`src/rtl/riscv_v_pkg.sv`:
```
// Shared vector-unit constants and the writeback entry record.
package riscv_v_pkg;

   localparam int RISCV_V_DATA_WIDTH     = 128;
   localparam int RISCV_V_NUM_BYTES_DATA = RISCV_V_DATA_WIDTH / 8;
   localparam int RISCV_V_VREG_IDX_W     = 5;

   // One buffered ALU result on its way to the vector register file.
   typedef struct packed {
      logic [RISCV_V_DATA_WIDTH-1:0]     data;
      logic [RISCV_V_VREG_IDX_W-1:0]     vd;
      logic [RISCV_V_NUM_BYTES_DATA-1:0] byte_en;
      logic [RISCV_V_NUM_BYTES_DATA-1:0] zf;
      logic [RISCV_V_NUM_BYTES_DATA-1:0] of;
      logic [RISCV_V_NUM_BYTES_DATA-1:0] cf;
   } riscv_v_wb_entry_t;

   localparam int RISCV_V_WB_ENTRY_W = $bits(riscv_v_wb_entry_t);

   // Skid-buffer state; the encoding doubles as the occupancy count.
   typedef enum logic [1:0] {
      SKID_EMPTY = 2'd0,
      SKID_ONE   = 2'd1,
      SKID_TWO   = 2'd2
   } riscv_v_skid_state_e;

endpackage

```
`src/rtl/riscv_v_skid_buffer.sv`:
```
// Two-register skid buffer with a registered in_ready. The main register
// drives the output. The skid register catches the one entry that arrives
// while the consumer stalls.
module riscv_v_skid_buffer
   import riscv_v_pkg::*;
#(
   parameter int W = RISCV_V_WB_ENTRY_W
) (
   input  logic         clk,
   input  logic         rst,
   input  logic         in_valid,
   output logic         in_ready,
   input  logic [W-1:0] in_data,
   input  logic         flush,
   output logic         out_valid,
   input  logic         out_ready,
   output logic [W-1:0] out_data,
   output logic [1:0]   occupancy
);

   riscv_v_skid_state_e state;
   logic [W-1:0]        main_q;
   logic [W-1:0]        skid_q;
   logic                in_ready_q;
   logic                accept;
   logic                pop;

   assign accept    = in_valid & in_ready_q;
   assign pop       = out_valid & out_ready;
   assign out_valid = (state != SKID_EMPTY);
   assign out_data  = main_q;
   assign in_ready  = in_ready_q;
   assign occupancy = state;

   // FIFO state machine: moves entries between main/skid and keeps in_ready registered.
   always_ff @(posedge clk) begin
      // NOTE: all state here is written with <= so every register samples pre-edge values.
      if (rst) begin
         state      <= SKID_EMPTY;
         // NOTE: the data registers are reset too, so wb_* read as zero right after reset.
         main_q     <= '0;
         skid_q     <= '0;
         in_ready_q <= 1'b1;
      end else if (flush) begin
         // A same-cycle pop has already completed downstream; the accept is discarded.
         state      <= SKID_EMPTY;
         in_ready_q <= 1'b1;
      end else begin
         case (state)
            SKID_EMPTY: begin
               if (accept) begin
                  main_q <= in_data;
                  state  <= SKID_ONE;
               end
            end
            SKID_ONE: begin
               if (accept && pop) begin
                  main_q <= in_data;
               end else if (accept) begin
                  skid_q     <= in_data;
                  state      <= SKID_TWO;
                  in_ready_q <= 1'b0;
               end else if (pop) begin
                  state <= SKID_EMPTY;
               end
            end
            SKID_TWO: begin
               // in_ready is low here, so only a pop can happen.
               if (pop) begin
                  main_q     <= skid_q;
                  state      <= SKID_ONE;
                  in_ready_q <= 1'b1;
               end
            end
            default: begin
               state      <= SKID_EMPTY;
               in_ready_q <= 1'b1;
            end
         endcase
      end
   end

endmodule

```
`src/rtl/riscv_v_arith_wb_stage.sv`:
```
// Vector arithmetic writeback stage. It filters out results that have no
// enabled bytes and masks the flags with byte_en. It buffers entries in a
// 2-deep skid buffer toward the register-file write port and keeps the
// sticky overflow summary.
module riscv_v_arith_wb_stage
   import riscv_v_pkg::*;
#(
   parameter int DATA_WIDTH = RISCV_V_DATA_WIDTH,
   parameter int NUM_BYTES  = RISCV_V_NUM_BYTES_DATA,
   parameter int VREG_IDX_W = RISCV_V_VREG_IDX_W
) (
   input  logic                  clk,
   input  logic                  rst,
   input  logic                  in_valid,
   output logic                  in_ready,
   input  logic [DATA_WIDTH-1:0] in_data,
   input  logic [NUM_BYTES-1:0]  in_zf,
   input  logic [NUM_BYTES-1:0]  in_of,
   input  logic [NUM_BYTES-1:0]  in_cf,
   input  logic [VREG_IDX_W-1:0] in_vd,
   input  logic [NUM_BYTES-1:0]  in_byte_en,
   input  logic                  flush,
   input  logic                  clr_sticky,
   output logic                  wb_valid,
   input  logic                  wb_ready,
   output logic [DATA_WIDTH-1:0] wb_data,
   output logic [VREG_IDX_W-1:0] wb_vd,
   output logic [NUM_BYTES-1:0]  wb_byte_en,
   output logic [NUM_BYTES-1:0]  wb_zf,
   output logic [NUM_BYTES-1:0]  wb_of,
   output logic [NUM_BYTES-1:0]  wb_cf,
   output logic                  of_sticky,
   output logic [1:0]            occupancy
);

   riscv_v_wb_entry_t in_entry;
   riscv_v_wb_entry_t wb_entry;
   logic              buf_in_valid;
   logic              accept;

   // Results with no enabled byte are consumed here and never enter the buffer.
   assign buf_in_valid = in_valid & (|in_byte_en);
   assign accept       = buf_in_valid & in_ready;

   // Build the entry, with flags masked down to the bytes actually written.
   always_comb begin
      in_entry         = '0;
      in_entry.data    = in_data;
      in_entry.vd      = in_vd;
      in_entry.byte_en = in_byte_en;
      in_entry.zf      = in_zf & in_byte_en;
      in_entry.of      = in_of & in_byte_en;
      in_entry.cf      = in_cf & in_byte_en;
   end

   riscv_v_skid_buffer #(
      .W (RISCV_V_WB_ENTRY_W)
   ) u_skid (
      .clk       (clk),
      .rst       (rst),
      .in_valid  (buf_in_valid),
      .in_ready  (in_ready),
      .in_data   (in_entry),
      .flush     (flush),
      .out_valid (wb_valid),
      .out_ready (wb_ready),
      .out_data  (wb_entry),
      .occupancy (occupancy)
   );

   assign wb_data    = wb_entry.data;
   assign wb_vd      = wb_entry.vd;
   assign wb_byte_en = wb_entry.byte_en;
   assign wb_zf      = wb_entry.zf;
   assign wb_of      = wb_entry.of;
   assign wb_cf      = wb_entry.cf;

   // Sticky overflow: a new accepted overflow wins over a same-cycle clear; flush has no effect.
   always_ff @(posedge clk) begin
      if (rst) begin
         of_sticky <= 1'b0;
      end else begin
         of_sticky <= (of_sticky & ~clr_sticky) | (accept & (|(in_of & in_byte_en)));
      end
   end

endmodule
```
`config.mk`:
```
export PLATFORM = sky130hd
export DESIGN_NAME = riscv_v_arith_wb_stage
export DESIGN_NICKNAME = d
export VERILOG_FILES = /design/src/rtl/riscv_v_pkg.sv /design/src/rtl/riscv_v_skid_buffer.sv /design/src/rtl/riscv_v_arith_wb_stage.sv
export SDC_FILE = /design/constraint.sdc
export NUM_CORES = 1
export LEC_CHECK = 0
export ABC_AREA = 1
export CELL_PAD_IN_SITES_DETAIL_PLACEMENT = 1
export CELL_PAD_IN_SITES_GLOBAL_PLACEMENT = 1
export CORE_MARGIN = 4
export CORE_UTILIZATION = 38
export DETAILED_ROUTE_END_ITERATION = 12
export HOLD_SLACK_MARGIN = 0.05
export PLACE_DENSITY = 0.86
export SKIP_CTS_REPAIR_TIMING = 1
export SYNTH_ARGS = -nofsm -noshare
export SYNTH_HDL_FRONTEND = slang
export SYNTH_SLANG_ARGS = --single-unit
export TNS_END_PERCENT = 50
```
`constraint.sdc`:
```
create_clock -name clk -period 5.2 [get_ports clk]
set_clock_uncertainty 0.15 [all_clocks]
set_input_delay 0.52 -clock clk [delete_from_list [all_inputs] [get_ports clk]]
set_output_delay 0.52 -clock clk [all_outputs]
set_load 0.05 [all_outputs]
```
# Word-level counts from Yosys, hierarchy flattened
# Index checks and enable logic that the tools add are counted.
dict set report totals {
  regBits 398
  out_inout_bits 202
  in_bits 203
  elab_cells 51
}
dict set report classes {
  bitwise_logic 13
  muxes 14
  eq_ne 8
  reduce_logical 11
}
# cell n
set op_table {}
lappend op_table {{$mux 197} 3}
lappend op_table {{$pmux 197 s3} 1}
lappend op_table {{$and 16x16->16} 3}
lappend op_table {{$reduce_or 16->1} 2}
lappend op_table {{$reduce_and 4->1} 3}
lappend op_table {{$mux 2} 5}
lappend op_table {{$ne 2x2->1 const B} 3}
lappend op_table {{$pmux 2 s3} 1}
lappend op_table {{$and 1x1->1} 5}
lappend op_table {{$reduce_and 5->1} 1}
lappend op_table {{$ne 2x1->1 const B} 2}
lappend op_table {{$not 1->1} 4}
lappend op_table {{$mux 1} 3}
lappend op_table {{$ne 3x2->1 const B} 1}
lappend op_table {{$pmux 1 s3} 1}
lappend op_table {{$reduce_bool 3->1} 1}
lappend op_table {{$eq 2x1->1 const B} 1}
lappend op_table {{$eq 2x2->1 const B} 1}
lappend op_table {{$logic_not 2->1} 1}
lappend op_table {{$reduce_bool 2->1} 1}
lappend op_table {{$reduce_or 2->1} 1}
lappend op_table {{$logic_and 1x1->1} 1}
lappend op_table {{$or 1x1->1} 1}

# Longest topological paths before layout
dict set report logic_depth {
  word_depth 6
  ltp_mapped 13
}

# By module
# From an unflattened synthesis, not the netlist that was laid out.
dict set report unflattened {
  cells_unflattened 2969
  area_unflattened_um2 19147.1
}
# module area_per_inst_um2 cells_per_inst n_inst seq_area_each_um2
set by_module_without_submodules {}
lappend by_module_without_submodules {riscv_v_skid_buffer 18617.9 2835 1 7947.6}
lappend by_module_without_submodules {riscv_v_arith_wb_stage 529.3 134 1 20.0}

# Worst setup path before layout
# No wires, ideal clock.
dict set report synth_path {
  kind {flip-flop to flip-flop}
  from {register u_skid.state[1] (netlist: u_skid.occupancy[1])}
  to {register u_skid.main_q[166] (netlist: u_skid.out_data[166])}
  t_arrival_ns 2.036
  path_stages_with_launch 9
  synth_period_minus_slack_ns 2.295
  setup_slack_ns 2.905
  setup_time_ns 0.110
  cell_sequence {dfxtp_1 buf_2 nor3_1 a211oi_2 buf_2 buf_1 nand4_1 nand2_1 nor2_1}
}
dict set report synth_between {
  elab_chain_cells 5
  word_cells_on_any_way 12
  classes_between {5 x eq/ne; 1 x mux; 1 x bitwise; 5 x reduce/logical}
}
# item line
set synth_rtl {}
lappend synth_rtl {{from (decl)} riscv_v_skid_buffer.sv:21} ;# riscv_v_skid_state_e state;
lappend synth_rtl {{from (signal assigned)} riscv_v_skid_buffer.sv:39} ;# state <= SKID_EMPTY;
lappend synth_rtl {{from (signal assigned)} riscv_v_skid_buffer.sv:46} ;# state <= SKID_EMPTY;
lappend synth_rtl {{from (signal assigned)} riscv_v_skid_buffer.sv:53} ;# state <= SKID_ONE;
lappend synth_rtl {{$reduce_bool 2->1} riscv_v_skid_buffer.sv:30} ;# assign out_valid = (state != SKID_EMPTY);
lappend synth_rtl {{$and 1x1->1} riscv_v_skid_buffer.sv:29} ;# assign pop = out_valid & out_ready;
lappend synth_rtl {{$logic_and 1x1->1} riscv_v_skid_buffer.sv:57} ;# if (accept && pop) begin
lappend synth_rtl {{$ne 2x1->1 (no line)} -}
lappend synth_rtl {{$reduce_and 5->1 (no line)} -}
lappend synth_rtl {{to (signal assigned)} riscv_v_skid_buffer.sv:52} ;# main_q <= in_data;
lappend synth_rtl {{to (signal assigned)} riscv_v_skid_buffer.sv:58} ;# main_q <= in_data;
lappend synth_rtl {{to (signal assigned)} riscv_v_skid_buffer.sv:70} ;# main_q <= skid_q;
lappend synth_rtl {{to (decl)} riscv_v_skid_buffer.sv:22} ;# logic [W-1:0] main_q;
# Several ways; a longest one is shown, not always the timed one.
# A chain may end at the register's enable or synchronous reset.

# Final worst setup path
dict set report layout_path {
  from {input port in_byte_en[10]}
  to {register u_skid.main_q[36] (netlist: u_skid.out_data[36])}
}
dict set report layout_between {
  elab_chain_cells 6
  word_cells_on_any_way 7
  classes_between {2 x eq/ne; 2 x bitwise; 3 x reduce/logical}
}
# item line
set layout_rtl {}
lappend layout_rtl {{from (decl)} riscv_v_arith_wb_stage.sv:21} ;# input logic [NUM_BYTES-1:0] in_byte_en,
lappend layout_rtl {{$reduce_or 16->1 *} riscv_v_arith_wb_stage.sv:42} ;# assign buf_in_valid = in_valid & (|in_byte_en);
lappend layout_rtl {{$and 1x1->1 *} riscv_v_arith_wb_stage.sv:42}
lappend layout_rtl {{$and 1x1->1 *} riscv_v_skid_buffer.sv:28} ;# assign accept = in_valid & in_ready_q;
lappend layout_rtl {{$logic_and 1x1->1} riscv_v_skid_buffer.sv:57}
lappend layout_rtl {{$ne 2x1->1 (no line)} -}
lappend layout_rtl {{$reduce_and 5->1 (no line) *} -}
# Every way passes the cells marked *; elsewhere a longest branch is shown, timed or not.

==> impl_metrics.env <==
export IMPL_status="complete, no violations"
export IMPL_antenna_left=0
export IMPL_slowest_stage="clkdlybuf4s50_1"
export IMPL_fin_nets=3865
export IMPL_crit_fanout=161
export IMPL_cts_sinks=398
export IMPL_fmax_mhz=311
export IMPL_required_ns=5.52
export IMPL_syn_area_mm2=0.0204
export IMPL_regArea_mm2=0.00797
export IMPL_place_inst=4300
export IMPL_core_area_mm2=0.0528
export IMPL_timing_hold_violations_final=0
export IMPL_first_global_vias=20500
export IMPL_rrSetupSlack_ns=2.24
export IMPL_yosysSeqAreaShare_pct=39.1
export IMPL_relSlewSlack_pct=30.1
export IMPL_worstSkewPairLatency_ns=0.58
export IMPL_fin_area_mm2=0.0261
export IMPL_grt_pass1_wl_mm=109
export IMPL_p_total_uw=8400
export IMPL_vias=20900
export IMPL_initial_core_util_pct=38.6
export IMPL_avgRoutedWirePerCell_um=15.8
export IMPL_grt_setup_unrepaired="false"
export IMPL_n_fill_cell=7100
export IMPL_track_usage_pct=23.3
export IMPL_crit_arrival_ns=3.54
export IMPL_leakagePower_uw=0.0138
export IMPL_wl_mm=69.4
export IMPL_area_growth_synth_to_final_pct=28.2
export IMPL_syn_inst=3413
export IMPL_dp_hpwl_mm=43.8
export IMPL_grt_max_degree=200
export IMPL_hold_path_class="reg2reg"
export IMPL_cts_buffer_depth=3
export IMPL_antenna_found_initial=8
export IMPL_timing_rr_end="u_skid.skid_q[45]$_SDFFE_PP0P_"
export IMPL_synth_cell_types=18
export IMPL_syn_nets=3616
export IMPL_drt_first_pass_iters=5
export IMPL_path_common_cell="nand2_1"
export IMPL_final_cell_mix="987 x nand2_1, 718 x inv_1, 582 x nor2_1"
export IMPL_grt_overflow=0
export IMPL_rr_startpoint="u_skid.occupancy[0]$_SDFFE_PP0P_"
export IMPL_maxCapViolCount=0
export IMPL_postPlaceCellArea_mm2=0.0246
export IMPL_max_slew_worst_pin_slew_ns=1.05
export IMPL_criticalPathCategory="in2reg"
export IMPL_final_core_util_pct=49.4
export IMPL_rows=84
export IMPL_drive_gt1_share_pct=3.60
export IMPL_drc=0
export IMPL_cts_root_buf="clkbuf_16"
export IMPL_tritoncts="built"
export IMPL_routed_via_density=4.76
export IMPL_layout_commonest_cell="nand2_1"
export IMPL_end_kind="register"
export IMPL_drv_slew=0
export IMPL_ff2ff_path_depth=6
export IMPL_worstSetupStartpointType="input pin"
export IMPL_p_per_area_mw_per_mm2=322
export IMPL_max_vdd_ir_drop_uv=212
export IMPL_numPortBuffers=404
export IMPL_gp_congestion=0.791
export IMPL_die_area_mm2=0.0573
export IMPL_layout_cells_non_filler=4387
export IMPL_initialDrtViolationCount=1092
export IMPL_yosysWarnings=0
export IMPL_max_stage_delay_ns=0.84
export IMPL_syn_avg_cell_area_um2=5.96
export IMPL_cp_cell_sequence="clkdlybuf4s50_1, nor2_1, nand2_1, nor2_1, nand2_1, nand2_1, nand2_4, buf_12, nand4_1, nand2_1, nor2_1"
export IMPL_worstSetupStartpoint="in_byte_en[10]"
export IMPL_fin_setup_tns_ns=0
export IMPL_ys_ff_latch=398
export IMPL_multi_input_area_mm2=0.00859
export IMPL_io_pins=405
export IMPL_finalCritPeriodShare_pct=61.8
export IMPL_min_period_ns=3.22
export IMPL_die_h_um=239
export IMPL_numCtsBuffers=48
export IMPL_die_w_um=239
export IMPL_cts_reportedPaths_clkPinSlew_ns=0.06
export IMPL_setup_viol=0
export IMPL_htreeDepth=2
export IMPL_endpoint="u_skid.out_data[36]$_SDFFE_PP0P_"
## where the power goes
group          switching [uW]  total, uW  internal [uW]  leakage, uW
Clock                    1350       3240           1890     0.000745
Sequential               93.0       3320           3220      0.00325
Combinational            1220       1840            619      0.00981
Total                    2660       8400           5730       0.0138
## critical path, delay by kind of cell
| kind | cells | cell delay (ns) |
|---|---|---|
| buffers and inverters | 2 | 1.43 |
| AND/OR/NAND/NOR | 9 | 1.37 |
## per-layer routing
layer,routed length [um],global-route usage (%),up-vias
met3,3720,4.10,105
met5,23,0,-
li1,-,-,10600
met4,1900,6.93,4
met1,30700,30.1,9785
met2,33000,39.9,416
## registers in the layout (all words and copies together) (netlist names)
signal            count
of_sticky             1
u_skid.in_ready       1
u_skid.occupancy      2
u_skid.out_data     197
u_skid.skid_q       197
## synthesized netlist by cell type
library cell,instances,area share (%)
a21oi_1,50,1.2
dfxtp_1,398,39
nor2_2,1,0.031
buf_2,99,2.4
clkbuf_1,114,2.1
inv_1,718,13
nor3_1,1,0.025
nor2_1,582,11
nand2_1,990,18
nand3_1,2,0.049
inv_2,30,0.55
buf_1,3,0.055
nand4_1,209,6.4
o21ai_0,172,4.2
a31oi_1,28,0.86
buf_4,13,0.48
a211oi_2,1,0.061
nand3_2,2,0.098
## final cells by class
type                            instances  share of cell area (%)
Multi-Input combinational cell       2038                    32.9
Sequential cell                       398                    30.5
Timing Repair Buffer                  428                    16.7
Inverter                              748                    10.8
Clock buffer                           67                    5.30
Tap cell                              688                    3.30
Clock inverter                         14                   0.393
Antenna cell                            6                  0.0576
## how the worst min path moves through the flow
| stage | cells past startpoint | start | end | slack (ns) |
|---|---|---|---|---|
| floorplan | 2 | u_skid.skid_q[19]$_SDFFE_PP0P_ | u_skid.skid_q[19]$_SDFFE_PP0P_ | 0.29 |
| CTS | 2 | u_skid.skid_q[34]$_SDFFE_PP0P_ | u_skid.skid_q[34]$_SDFFE_PP0P_ | 0.32 |
| global placement | 2 | u_skid.skid_q[38]$_SDFFE_PP0P_ | u_skid.skid_q[38]$_SDFFE_PP0P_ | 0.30 |
| detailed placement | 2 | u_skid.skid_q[2]$_SDFFE_PP0P_ | u_skid.skid_q[2]$_SDFFE_PP0P_ | 0.30 |
| global route | 2 | u_skid.skid_q[19]$_SDFFE_PP0P_ | u_skid.skid_q[19]$_SDFFE_PP0P_ | 0.35 |
| finish | 2 | u_skid.skid_q[34]$_SDFFE_PP0P_ | u_skid.skid_q[34]$_SDFFE_PP0P_ | 0.31 |
## kinds of logic (layout without fill, tap and decap cells)
| group | after synthesis | after routing | share of synthesized area, % |
|---|---|---|---|
| buf+inv | 977 | 1257 | 18.9 |
| compound gates | 251 | 251 | 6.38 |
| flops | 398 | 398 | 39.1 |
| simple gates | 1787 | 1787 | 35.6 |
| other cells | 0 | 6 | 0 |
## metrics by stage
stage / hold WS (ns) / setup WS [ns]
final: 0.314 / 1.98
after global routing: 0.345 / 1.80
after CTS: 0.316 / 2.08
after detailed placement: 0.304 / 1.48
after global placement: 0.296 / 1.57
after floorplan: 0.287 / 2.90
(Power assumes the default switching activity.)
